--- config.mk ---
export PLATFORM = sky130hd
export DESIGN_NAME = bram_ecc_scrubber_flat
export DESIGN_NICKNAME = d
export VERILOG_FILES = /design/src/rtl/bram_ecc_scrubber_if.sv /design/src/rtl/bram_ecc_scrubber.sv /design/src/flat_wrapper.sv
export SDC_FILE = /design/constraint.sdc
export NUM_CORES = 1
export LEC_CHECK = 0
export CORE_UTILIZATION = 48
export CTS_CLUSTER_SIZE = 14
export DETAILED_ROUTE_END_ITERATION = 6
export MAX_ROUTING_LAYER = met4
export PLACE_DENSITY = 0.83
export SYNTH_ARGS = -nofsm -noshare
export SYNTH_HDL_FRONTEND = slang
export SYNTH_SLANG_ARGS = --single-unit
--- constraint.sdc ---
create_clock -name clk -period 3.25 [get_ports clk]
set_clock_uncertainty 0.1 [all_clocks]
set_input_delay 0.4875 -clock clk [delete_from_list [all_inputs] [get_ports clk]]
set_output_delay 0.4875 -clock clk [all_outputs]
set_load 0.03 [all_outputs]
--- src/rtl/bram_ecc_scrubber_if.sv ---
// BRAM port bundle between the ECC scrubber (master) and the arbitrated cache BRAM (slave).
interface bram_ecc_scrubber_if #(
    parameter int unsigned ADDRMSB = 8
) ();
    logic               req;
    logic               gnt;
    logic [ADDRMSB:0]   mem_addr;
    logic               mem_we;
    logic [127:0]       mem_wdata;
    logic [127:0]       mem_rdata;
    logic               mem_sberr;
    logic               mem_dberr;

    modport master (
        output req,
        output mem_addr,
        output mem_we,
        output mem_wdata,
        input  gnt,
        input  mem_rdata,
        input  mem_sberr,
        input  mem_dberr
    );

    modport slave (
        input  req,
        input  mem_addr,
        input  mem_we,
        input  mem_wdata,
        output gnt,
        output mem_rdata,
        output mem_sberr,
        output mem_dberr
    );
endinterface

--- src/rtl/bram_ecc_scrubber.sv ---
// Background ECC scrubber: walks every BRAM line, rewrites single-bit errors with the
// corrected data and logs double-bit errors, borrowing the port through a req/gnt arbiter.
module bram_ecc_scrubber #(
    parameter int unsigned ADDRMSB  = 8,
    parameter int unsigned INTERVAL = 1024,
    parameter int unsigned READ_LAT = 2
) (
    input  logic                 clk,
    input  logic                 rstn,
    input  logic                 enable,
    input  logic                 clr_counts,
    bram_ecc_scrubber_if.master  bus,
    output logic [15:0]          sb_count,
    output logic [15:0]          db_count,
    output logic [ADDRMSB:0]     db_addr,
    output logic                 db_irq,
    output logic                 pass_done
);

    localparam int unsigned IW = (INTERVAL > 1) ? $clog2(INTERVAL) : 1;
    localparam int unsigned WW = (READ_LAT > 1) ? $clog2(READ_LAT) : 1;
    localparam logic [IW-1:0]      IVAL_LAST = IW'(INTERVAL - 1);
    localparam logic [WW-1:0]      WAIT_LOAD = WW'(READ_LAT - 1);
    localparam logic [ADDRMSB:0]   PTR_LAST  = '1;

    typedef enum logic [2:0] {
        StIdle,
        StReq,
        StRd,
        StWait,
        StChk,
        StWb
    } state_e;

    state_e             state_q;
    logic [IW-1:0]      ival_q;
    logic [WW-1:0]      wait_q;
    logic [ADDRMSB:0]   ptr_q;
    logic               req_q;
    logic [ADDRMSB:0]   mem_addr_q;
    logic               mem_we_q;
    logic [127:0]       mem_wdata_q;
    logic [15:0]        sb_q;
    logic [15:0]        db_q;
    logic [ADDRMSB:0]   db_addr_q;
    logic               db_irq_q;
    logic               pass_done_q;

    logic               db_hit;
    logic               sb_inc;
    logic               line_done;

    function automatic logic [15:0] sat_inc(input logic [15:0] v);
        return (v == 16'hFFFF) ? v : v + 16'd1;
    endfunction

    // Line outcomes only count while the port is still granted; otherwise the line is abandoned.
    always_comb begin
        db_hit    = bus.gnt && (state_q == StChk) && bus.mem_dberr;
        sb_inc    = bus.gnt && (state_q == StWb);
        line_done = db_hit || sb_inc ||
                    (bus.gnt && (state_q == StChk) && !bus.mem_sberr);
    end

    always_ff @(posedge clk or negedge rstn) begin
        if (!rstn) begin
            state_q     <= StIdle;
            ival_q      <= '0;
            wait_q      <= '0;
            ptr_q       <= '0;
            req_q       <= 1'b0;
            mem_addr_q  <= '0;
            mem_we_q    <= 1'b0;
            mem_wdata_q <= '0;
            sb_q        <= '0;
            db_q        <= '0;
            db_addr_q   <= '0;
            db_irq_q    <= 1'b0;
            pass_done_q <= 1'b0;
        end else begin
            db_irq_q    <= 1'b0;
            pass_done_q <= 1'b0;

            unique case (state_q)
                StIdle: begin
                    if (!enable) begin
                        ival_q <= '0;
                    end else if (ival_q == IVAL_LAST) begin
                        ival_q  <= '0;
                        req_q   <= 1'b1;
                        state_q <= StReq;
                    end else begin
                        ival_q <= ival_q + 1'b1;
                    end
                end
                StReq: begin
                    if (bus.gnt) begin
                        mem_addr_q <= ptr_q;
                        state_q    <= StRd;
                    end
                end
                StRd: begin
                    if (!bus.gnt) begin
                        state_q <= StReq;
                    end else if (READ_LAT == 1) begin
                        state_q <= StChk;
                    end else begin
                        wait_q  <= WAIT_LOAD;
                        state_q <= StWait;
                    end
                end
                StWait: begin
                    wait_q <= wait_q - 1'b1;
                    if (!bus.gnt) begin
                        state_q <= StReq;
                    end else if (wait_q == WW'(1)) begin
                        state_q <= StChk;
                    end
                end
                StChk: begin
                    if (!bus.gnt) begin
                        state_q <= StReq;
                    end else if (!bus.mem_dberr && bus.mem_sberr) begin
                        mem_wdata_q <= bus.mem_rdata;
                        mem_we_q    <= 1'b1;
                        state_q     <= StWb;
                    end
                end
                StWb: begin
                    mem_we_q <= 1'b0;
                    if (!bus.gnt) begin
                        state_q <= StReq;
                    end
                end
                default: state_q <= StIdle;
            endcase

            if (db_hit) begin
                db_q      <= sat_inc(db_q);
                db_addr_q <= ptr_q;
                db_irq_q  <= 1'b1;
            end
            if (sb_inc) begin
                sb_q <= sat_inc(sb_q);
            end
            if (line_done) begin
                ptr_q       <= ptr_q + 1'b1;
                pass_done_q <= (ptr_q == PTR_LAST);
                req_q       <= 1'b0;
                state_q     <= StIdle;
            end
            // Clear is last so it overrides a same-cycle increment.
            if (clr_counts) begin
                sb_q <= '0;
                db_q <= '0;
            end
        end
    end

    assign bus.req       = req_q;
    assign bus.mem_addr  = mem_addr_q;
    assign bus.mem_we    = mem_we_q;
    assign bus.mem_wdata = mem_wdata_q;
    assign sb_count      = sb_q;
    assign db_count      = db_q;
    assign db_addr       = db_addr_q;
    assign db_irq        = db_irq_q;
    assign pass_done     = pass_done_q;

endmodule
--- src/flat_wrapper.sv ---
// flat-port wrapper written by rule: the top's interface ports become plain ports
module bram_ecc_scrubber_flat 
#(
    parameter int unsigned ADDRMSB  = 8,
    parameter int unsigned INTERVAL = 1024,
    parameter int unsigned READ_LAT = 2
)
  (clk, rstn, enable, clr_counts, sb_count, db_count, db_addr, db_irq, pass_done, bus_req, bus_mem_addr, bus_mem_we, bus_mem_wdata, bus_gnt, bus_mem_rdata, bus_mem_sberr, bus_mem_dberr);
  bram_ecc_scrubber_if #(.ADDRMSB(ADDRMSB)) bus_i ();
  input  logic clk;
  input  logic rstn;
  input  logic enable;
  input  logic clr_counts;
  output logic [15:0] sb_count;
  output logic [15:0] db_count;
  output logic [ADDRMSB:0] db_addr;
  output logic db_irq;
  output logic pass_done;
  output wire logic [$bits(bus_i.req)-1:0] bus_req;
  output wire logic [$bits(bus_i.mem_addr)-1:0] bus_mem_addr;
  output wire logic [$bits(bus_i.mem_we)-1:0] bus_mem_we;
  output wire logic [$bits(bus_i.mem_wdata)-1:0] bus_mem_wdata;
  input wire logic [$bits(bus_i.gnt)-1:0] bus_gnt;
  input wire logic [$bits(bus_i.mem_rdata)-1:0] bus_mem_rdata;
  input wire logic [$bits(bus_i.mem_sberr)-1:0] bus_mem_sberr;
  input wire logic [$bits(bus_i.mem_dberr)-1:0] bus_mem_dberr;
  assign bus_req = bus_i.req;
  assign bus_mem_addr = bus_i.mem_addr;
  assign bus_mem_we = bus_i.mem_we;
  assign bus_mem_wdata = bus_i.mem_wdata;
  assign bus_i.gnt = bus_gnt;
  assign bus_i.mem_rdata = bus_mem_rdata;
  assign bus_i.mem_sberr = bus_mem_sberr;
  assign bus_i.mem_dberr = bus_mem_dberr;
  bram_ecc_scrubber #(.ADDRMSB(ADDRMSB), .INTERVAL(INTERVAL), .READ_LAT(READ_LAT)) u_core (.clk(clk), .rstn(rstn), .enable(enable), .clr_counts(clr_counts), .bus(bus_i), .sb_count(sb_count), .db_count(db_count), .db_addr(db_addr), .db_irq(db_irq), .pass_done(pass_done));
endmodule
---- After elaboration in Yosys (flattened, before gate mapping) ----
Cells that the tools add are included.
cells by class
  equal/unequal tests ..................... 20
  add/sub/neg operators ................... 5
  reductions and logical operators ........ 25
  multiplexer cells ....................... 30
operator list
  operator                                                                  count
  16-bit 2-to-1 mux                                                         6
  16-bit by 1-bit adder with 16-bit output (second input constant)          2
  16-bit equality test (second input constant)                              2
  3-bit 2-to-1 mux                                                          9
  10-bit 2-to-1 mux                                                         2
  3-bit case mux with 6 select lines                                        1
  2-bit nonzero test                                                        7
  10-bit by 1-bit adder with 10-bit output (second input constant)          1
  10-bit equality test (second input constant)                              1
  2-bit inequality test (second input constant)                             5
  9-bit by 1-bit adder with 9-bit output (second input constant)            1
  9-bit equality test (second input constant)                               1
  1-bit 2-to-1 mux                                                          9
  3-bit by 2-bit inequality test with 1-bit output (second input constant)  3
  3-bit AND reduction                                                       3
  2-bit AND reduction                                                       4
  3-bit by 2-bit equality test with 1-bit output (second input constant)    2
  3-bit equality test (second input constant)                               2
  6-bit AND reduction                                                       1
  1-bit logical AND                                                         5
  4-bit by 2-bit inequality test with 1-bit output (second input constant)  1
  4-bit by 3-bit inequality test with 1-bit output (second input constant)  1
  1-bit case mux with 2 select lines                                        2
  3-bit by 1-bit equality test with 1-bit output (second input constant)    1
  6 further kinds                                                           8
storage, ports and cells
  register bits ........................... 205
  word-level logic and storage cells ...... 93
  output and inout port bits .............. 182

---- Longest topological paths before layout ----
  depth after elaboration ................. 7
  depth in mapped cells ................... 7
  mapped depth without buffers ............ 6

---- Least setup slack after synthesis ----
Ideal clock, no wire load.
  path type ............................... register to register
  start point ............................. register u_core.sb_q[0] (netlist: u_core.sb_count[0])
  end point ............................... register u_core.sb_q[7] (netlist: u_core.sb_count[7])
  arrival time ............................ 1.938 ns
  stages on the path, launching flop included .. 8
  setup slack ............................. 1.093 ns
  period minus slack after synthesis ...... 2.157 ns
  library setup time ...................... 0.119 ns
  cells stage by stage .................... dfrtp_1 ha_1 bufbuf_8 nand4_1 nor4_1 buf_2 nor4_1 o21a_1
on the way
  longest elaborated chain between the ends .. 4
  elaborated cells on any way between the ends .. 7
  classes of those cells .................. 1 x add/sub; 2 x eq/ne; 3 x mux; 1 x reduce/logical
RTL lines
  element                                   line                      RTL
  start: declaration                        bram_ecc_scrubber.sv:43   logic [15:0] sb_q;
  start signal: assignment                  bram_ecc_scrubber.sv:144  sb_q <= sat_inc(sb_q);
  16-bit by 1-bit adder with 16-bit output  bram_ecc_scrubber.sv:54   return (v == 16'hFFFF) ? v : v + 16'd1;
  16-bit 2-to-1 mux                         bram_ecc_scrubber.sv:54
  16-bit 2-to-1 mux                         bram_ecc_scrubber.sv:143  if (sb_inc) begin
  16-bit 2-to-1 mux                         bram_ecc_scrubber.sv:153  if (clr_counts) begin
Several ways; a longest one is shown, not always the timed one. The select of a mux whose other input is x is not followed.
A chain may end at the register's enable or synchronous reset.

---- Worst setup path in the final report ----
  start point ............................. input bus_gnt
  end point ............................... register u_core.db_q[12] (netlist: u_core.db_count[12])
on the way
  longest elaborated chain between the ends .. 4
RTL lines
  element                          line                      RTL
  start: declaration               flat_wrapper.sv:23        input wire logic [$bits(bus_i.gnt)-1:0] bus_gnt;
  1-bit logical AND (2 in series)  bram_ecc_scrubber.sv:59   db_hit = bus.gnt && (state_q == StChk) && bus.mem_dberr;
  2-bit nonzero test (no line)     -
  2-bit AND reduction (no line)    -
  end signal: assignment           bram_ecc_scrubber.sv:139  db_q <= sat_inc(db_q);
  end: declaration                 bram_ecc_scrubber.sv:44   logic [15:0] db_q;
No other way between the ends.

==> summary.md <==
| Metric | Value |
|---|---|
| Initial Util | `0.495` |
| Root buffer cell | `clkbuf_16` |
| Status | `finished clean` |
| Worst Setup Start Kind | `primary input` |
| Maximum VDD drop | `0.000368 V` |
| CTS tree | `done` |
| Syn nets | `794` |
| RSZ-0062 raised after global routing | `no` |
| Final HPWL DP | `16400 microns` |
| Worst setup EP type | `flop` |
| Reg clk slew, reported paths | `0.06 ns` |
| Worst Path Buf+Inv | `1` |
| Final period util | `0.725` |
| PortBufs | `316` |
| Pin count of the biggest net entering global routing | `74` |
| TNS Setup | `0 ns` |
| TritonCTS sink count | `205` |
| Final core utilization | `0.735` |
| Die area | `18500 sq um` |
| Inserted Clock Buffers | `23` |
| Std cell rows | `48` |
| Cell Chain, Critical Path | `clkdlybuf4s50_1 > and4bb_2 > nand4_1 > nor4_1 > mux2_2` |
| Post-synth EDFFs | `0` |
| Syn Inst Count | `654` |
| Relative slew slack | `0.441` |
| WL final | `22400 microns` |
| Mapped Area | `8630 sq um` |
| First-pass GRT wire length | `34500 microns` |
| Vias in the first global route | `6596` |
| Setup Buffers After CTS | `0` |
| Final GP Congestion | `0.830` |
| Leak | `5.87 nW` |
| Layout cells sized above 1 | `0.211` |
| Final nets | `1118` |
| H-tree levels | `1` |
| Yosys top cell by area | `dfrtp_1` |
| Crit path DAT | `2.64 ns` |
| #FFs+latches synth | `205` |
| CP Class | `primary input to flop` |
| CP max stage delay | `0.68 ns` |
| Via count | `6518` |
| Synth area leaders | `dfrtp_1, mux2_2, nand2_1` |
| Vias/cell | `5.35` |
| Top cell type's share of synthesized area | `0.595` |
| Max Clk Rate | `424 MHz` |
| Yosys cell types | `55` |
| Clk Latency, worst-skew pair | `0.50 ns` |
| MaxCap Viol Count | `0` |
| P per Cell Area | `416 nW/um^2` |
| Endpoints failing hold | `0` |
| Synth warn | `0` |
| Fin crit period | `2.36 ns` |
| Antenna violations before repair | `0` |
| Grt ovf | `0` |
| Gr usage total | `0.248` |
| Register area share after synthesis | `0.595` |
| CP required | `3.53 ns` |
| DIE WIDTH | `136 microns` |
| Area of the core | `17400 sq um` |
| Measured slew at the worst slew-check pin | `0.831 ns` |
| DRC viols | `0` |
| P&R area growth vs syn | `48.3%` |
| Critical path's slowest cell | `clkdlybuf4s50_1` |
| Clock buffer depth | `3` |
| WL/cell | `18.4 microns` |
| Critical Path Fanout Max | `11` |
| Antenna diode count | `0` |
| Final setup vio count | `0` |
| Number of placed I/O pins | `317` |
| DRT iter0 DRCs | `362` |
| Avg Inst Size Synth | `13.2 sq um` |
| FFs w/ async S/R, synth | `1.00` |
| Slew Viols, Final | `0` |
| Dominant synthesized flop cell | `dfrtp_1` |
| Hold crit path type | `flop to flop` |
| CP top delay family | `simple AND/OR/NAND/NOR gates` |
| TritonRoute pass-1 iters | `5` |
| Die Ht | `136 microns` |
| Antenna viol nets, final | `0` |
final timing paths:
check                                               from  depth (start not counted)                                    end  slack (ns)
hold reg to reg            u_core.bus.mem_we$_DFFE_PN0P_                          2          u_core.bus.mem_we$_DFFE_PN0P_        0.38
min in group asynchronous                           rstn                          2           u_core.ival_q[6]$_DFFE_PN0N_        0.44
setup / recovery                                 bus_gnt                          5        u_core.db_count[12]$_DFFE_PN0P_        0.89
hold / removal             u_core.bus.mem_we$_DFFE_PN0P_                          2          u_core.bus.mem_we$_DFFE_PN0P_        0.38
max in group asynchronous                           rstn                          3  u_core.bus.mem_wdata[123]$_DFFE_PN0P_        1.74
setup reg to reg           u_core.state_q[2]$_DFFE_PN0P_                          4        u_core.db_count[12]$_DFFE_PN0P_        0.97
cell usage after synthesis (9+ instances only):
cell / n
nand4_1: 10
nor3_1: 16
nand2_1: 38
mux2_2: 154
inv_1: 9
a21oi_1: 23
or4_1: 12
o31ai_1: 10
nor2_1: 19
nand3_1: 15
dfrtp_1: 205
nor4_1: 9
buf_2: 19
o21ai_0: 18
cells by family after synthesis:
family,count (synthesis),share of synthesized area
multiplexers,156,0.203
AND/OR/NAND/NOR,160,0.102
AO/OA/AOI/OAI,80,0.0597
buffers and inverters,40,0.0248
XOR/XNOR,8,0.00812
adder cells (fa/ha/maj),5,0.00725
flip-flops,205,0.595
per-layer routing:
metal	global-route usage	wire length (microns)	share of wire	vias to the layer above
met2	0.421	11400	0.51	270
met4	0.0907	716	0.032	0
li1	-	-	-	3042
met1	0.292	8720	0.39	3161
met5	-	0	0	-
met3	0.0496	1610	0.072	45
registers in the layout, indices dropped and copies added (netlist names), 3 cells and up:
name	count
u_core.bus.mem_wdata	128
u_core.state_q	3
u_core.sb_count	16
u_core.ival_q	10
u_core.db_count	16
u_core.bus.mem_addr	9
u_core.db_addr	9
u_core.ptr_q	9
cells in the final DEF, fill, tap and decap left out, drive strengths merged, types with 4 or more instances in the layout:
cell,count
clkdlybuf4s50,315
dfrtp,205
mux2,154
nand2,38
clkbuf,36
a21oi,23
nor2,19
o21ai,18
nor3,17
nand3,15
or4,13
buf,13
nand4,11
o31ai,10
inv,9
nor4,9
or3,9
nor2b,8
a31oi,6
and3,5
ha,5
xor2,4
xnor2,4
clkinv,4
and4,4
worst min-delay path: stages (launching register included):
cell and delay (ns):
dfrtp_1 0.34, nand2_1 0.05, nand2_1 0.05
power by group:
part           internal (mW)  total (mW)  switching (mW)
sequential              2.56        2.56         0.00422
combinational          0.158       0.251          0.0931
clock                   1.53        2.50           0.972
repair_timing:
item                                   in CTS  in global routing
endpoints found under the hold margin      66                  0
resized for setup                           0                  0
hold buffers                                1                  0
metrics by stage:
stage / setup slack [ns] / hold slack [ns] / std cells / power, mW / cell area, sq um
finish: 0.894 / 0.378 / 1218 / 5.32 / 12800
global placement: 0.506 / 0.365 / 1177 / 2.86 / 12000
CTS: 0.931 / 0.382 / 1218 / 5.38 / 12800
detailed placement: 0.412 / 0.368 / 1177 / 2.86 / 12000
global route: 0.786 / 0.418 / 1218 / 5.51 / 12800
floorplan: 1.09 / 0.0919 / 654 / 2.63 / 8630
cell type report:
cell class                      count  area [sq um]
Clock buffer                       35           691
Fill cell                        1184          4620
Sequential cell                   205          5130
Clock inverter                      5          50.0
Timing Repair Buffer              330          3320
Multi-Input combinational cell    409          3280
Inverter                            9          33.8
Tap cell                          225           282
No activity file was read; power rests on OpenSTA's default activity.
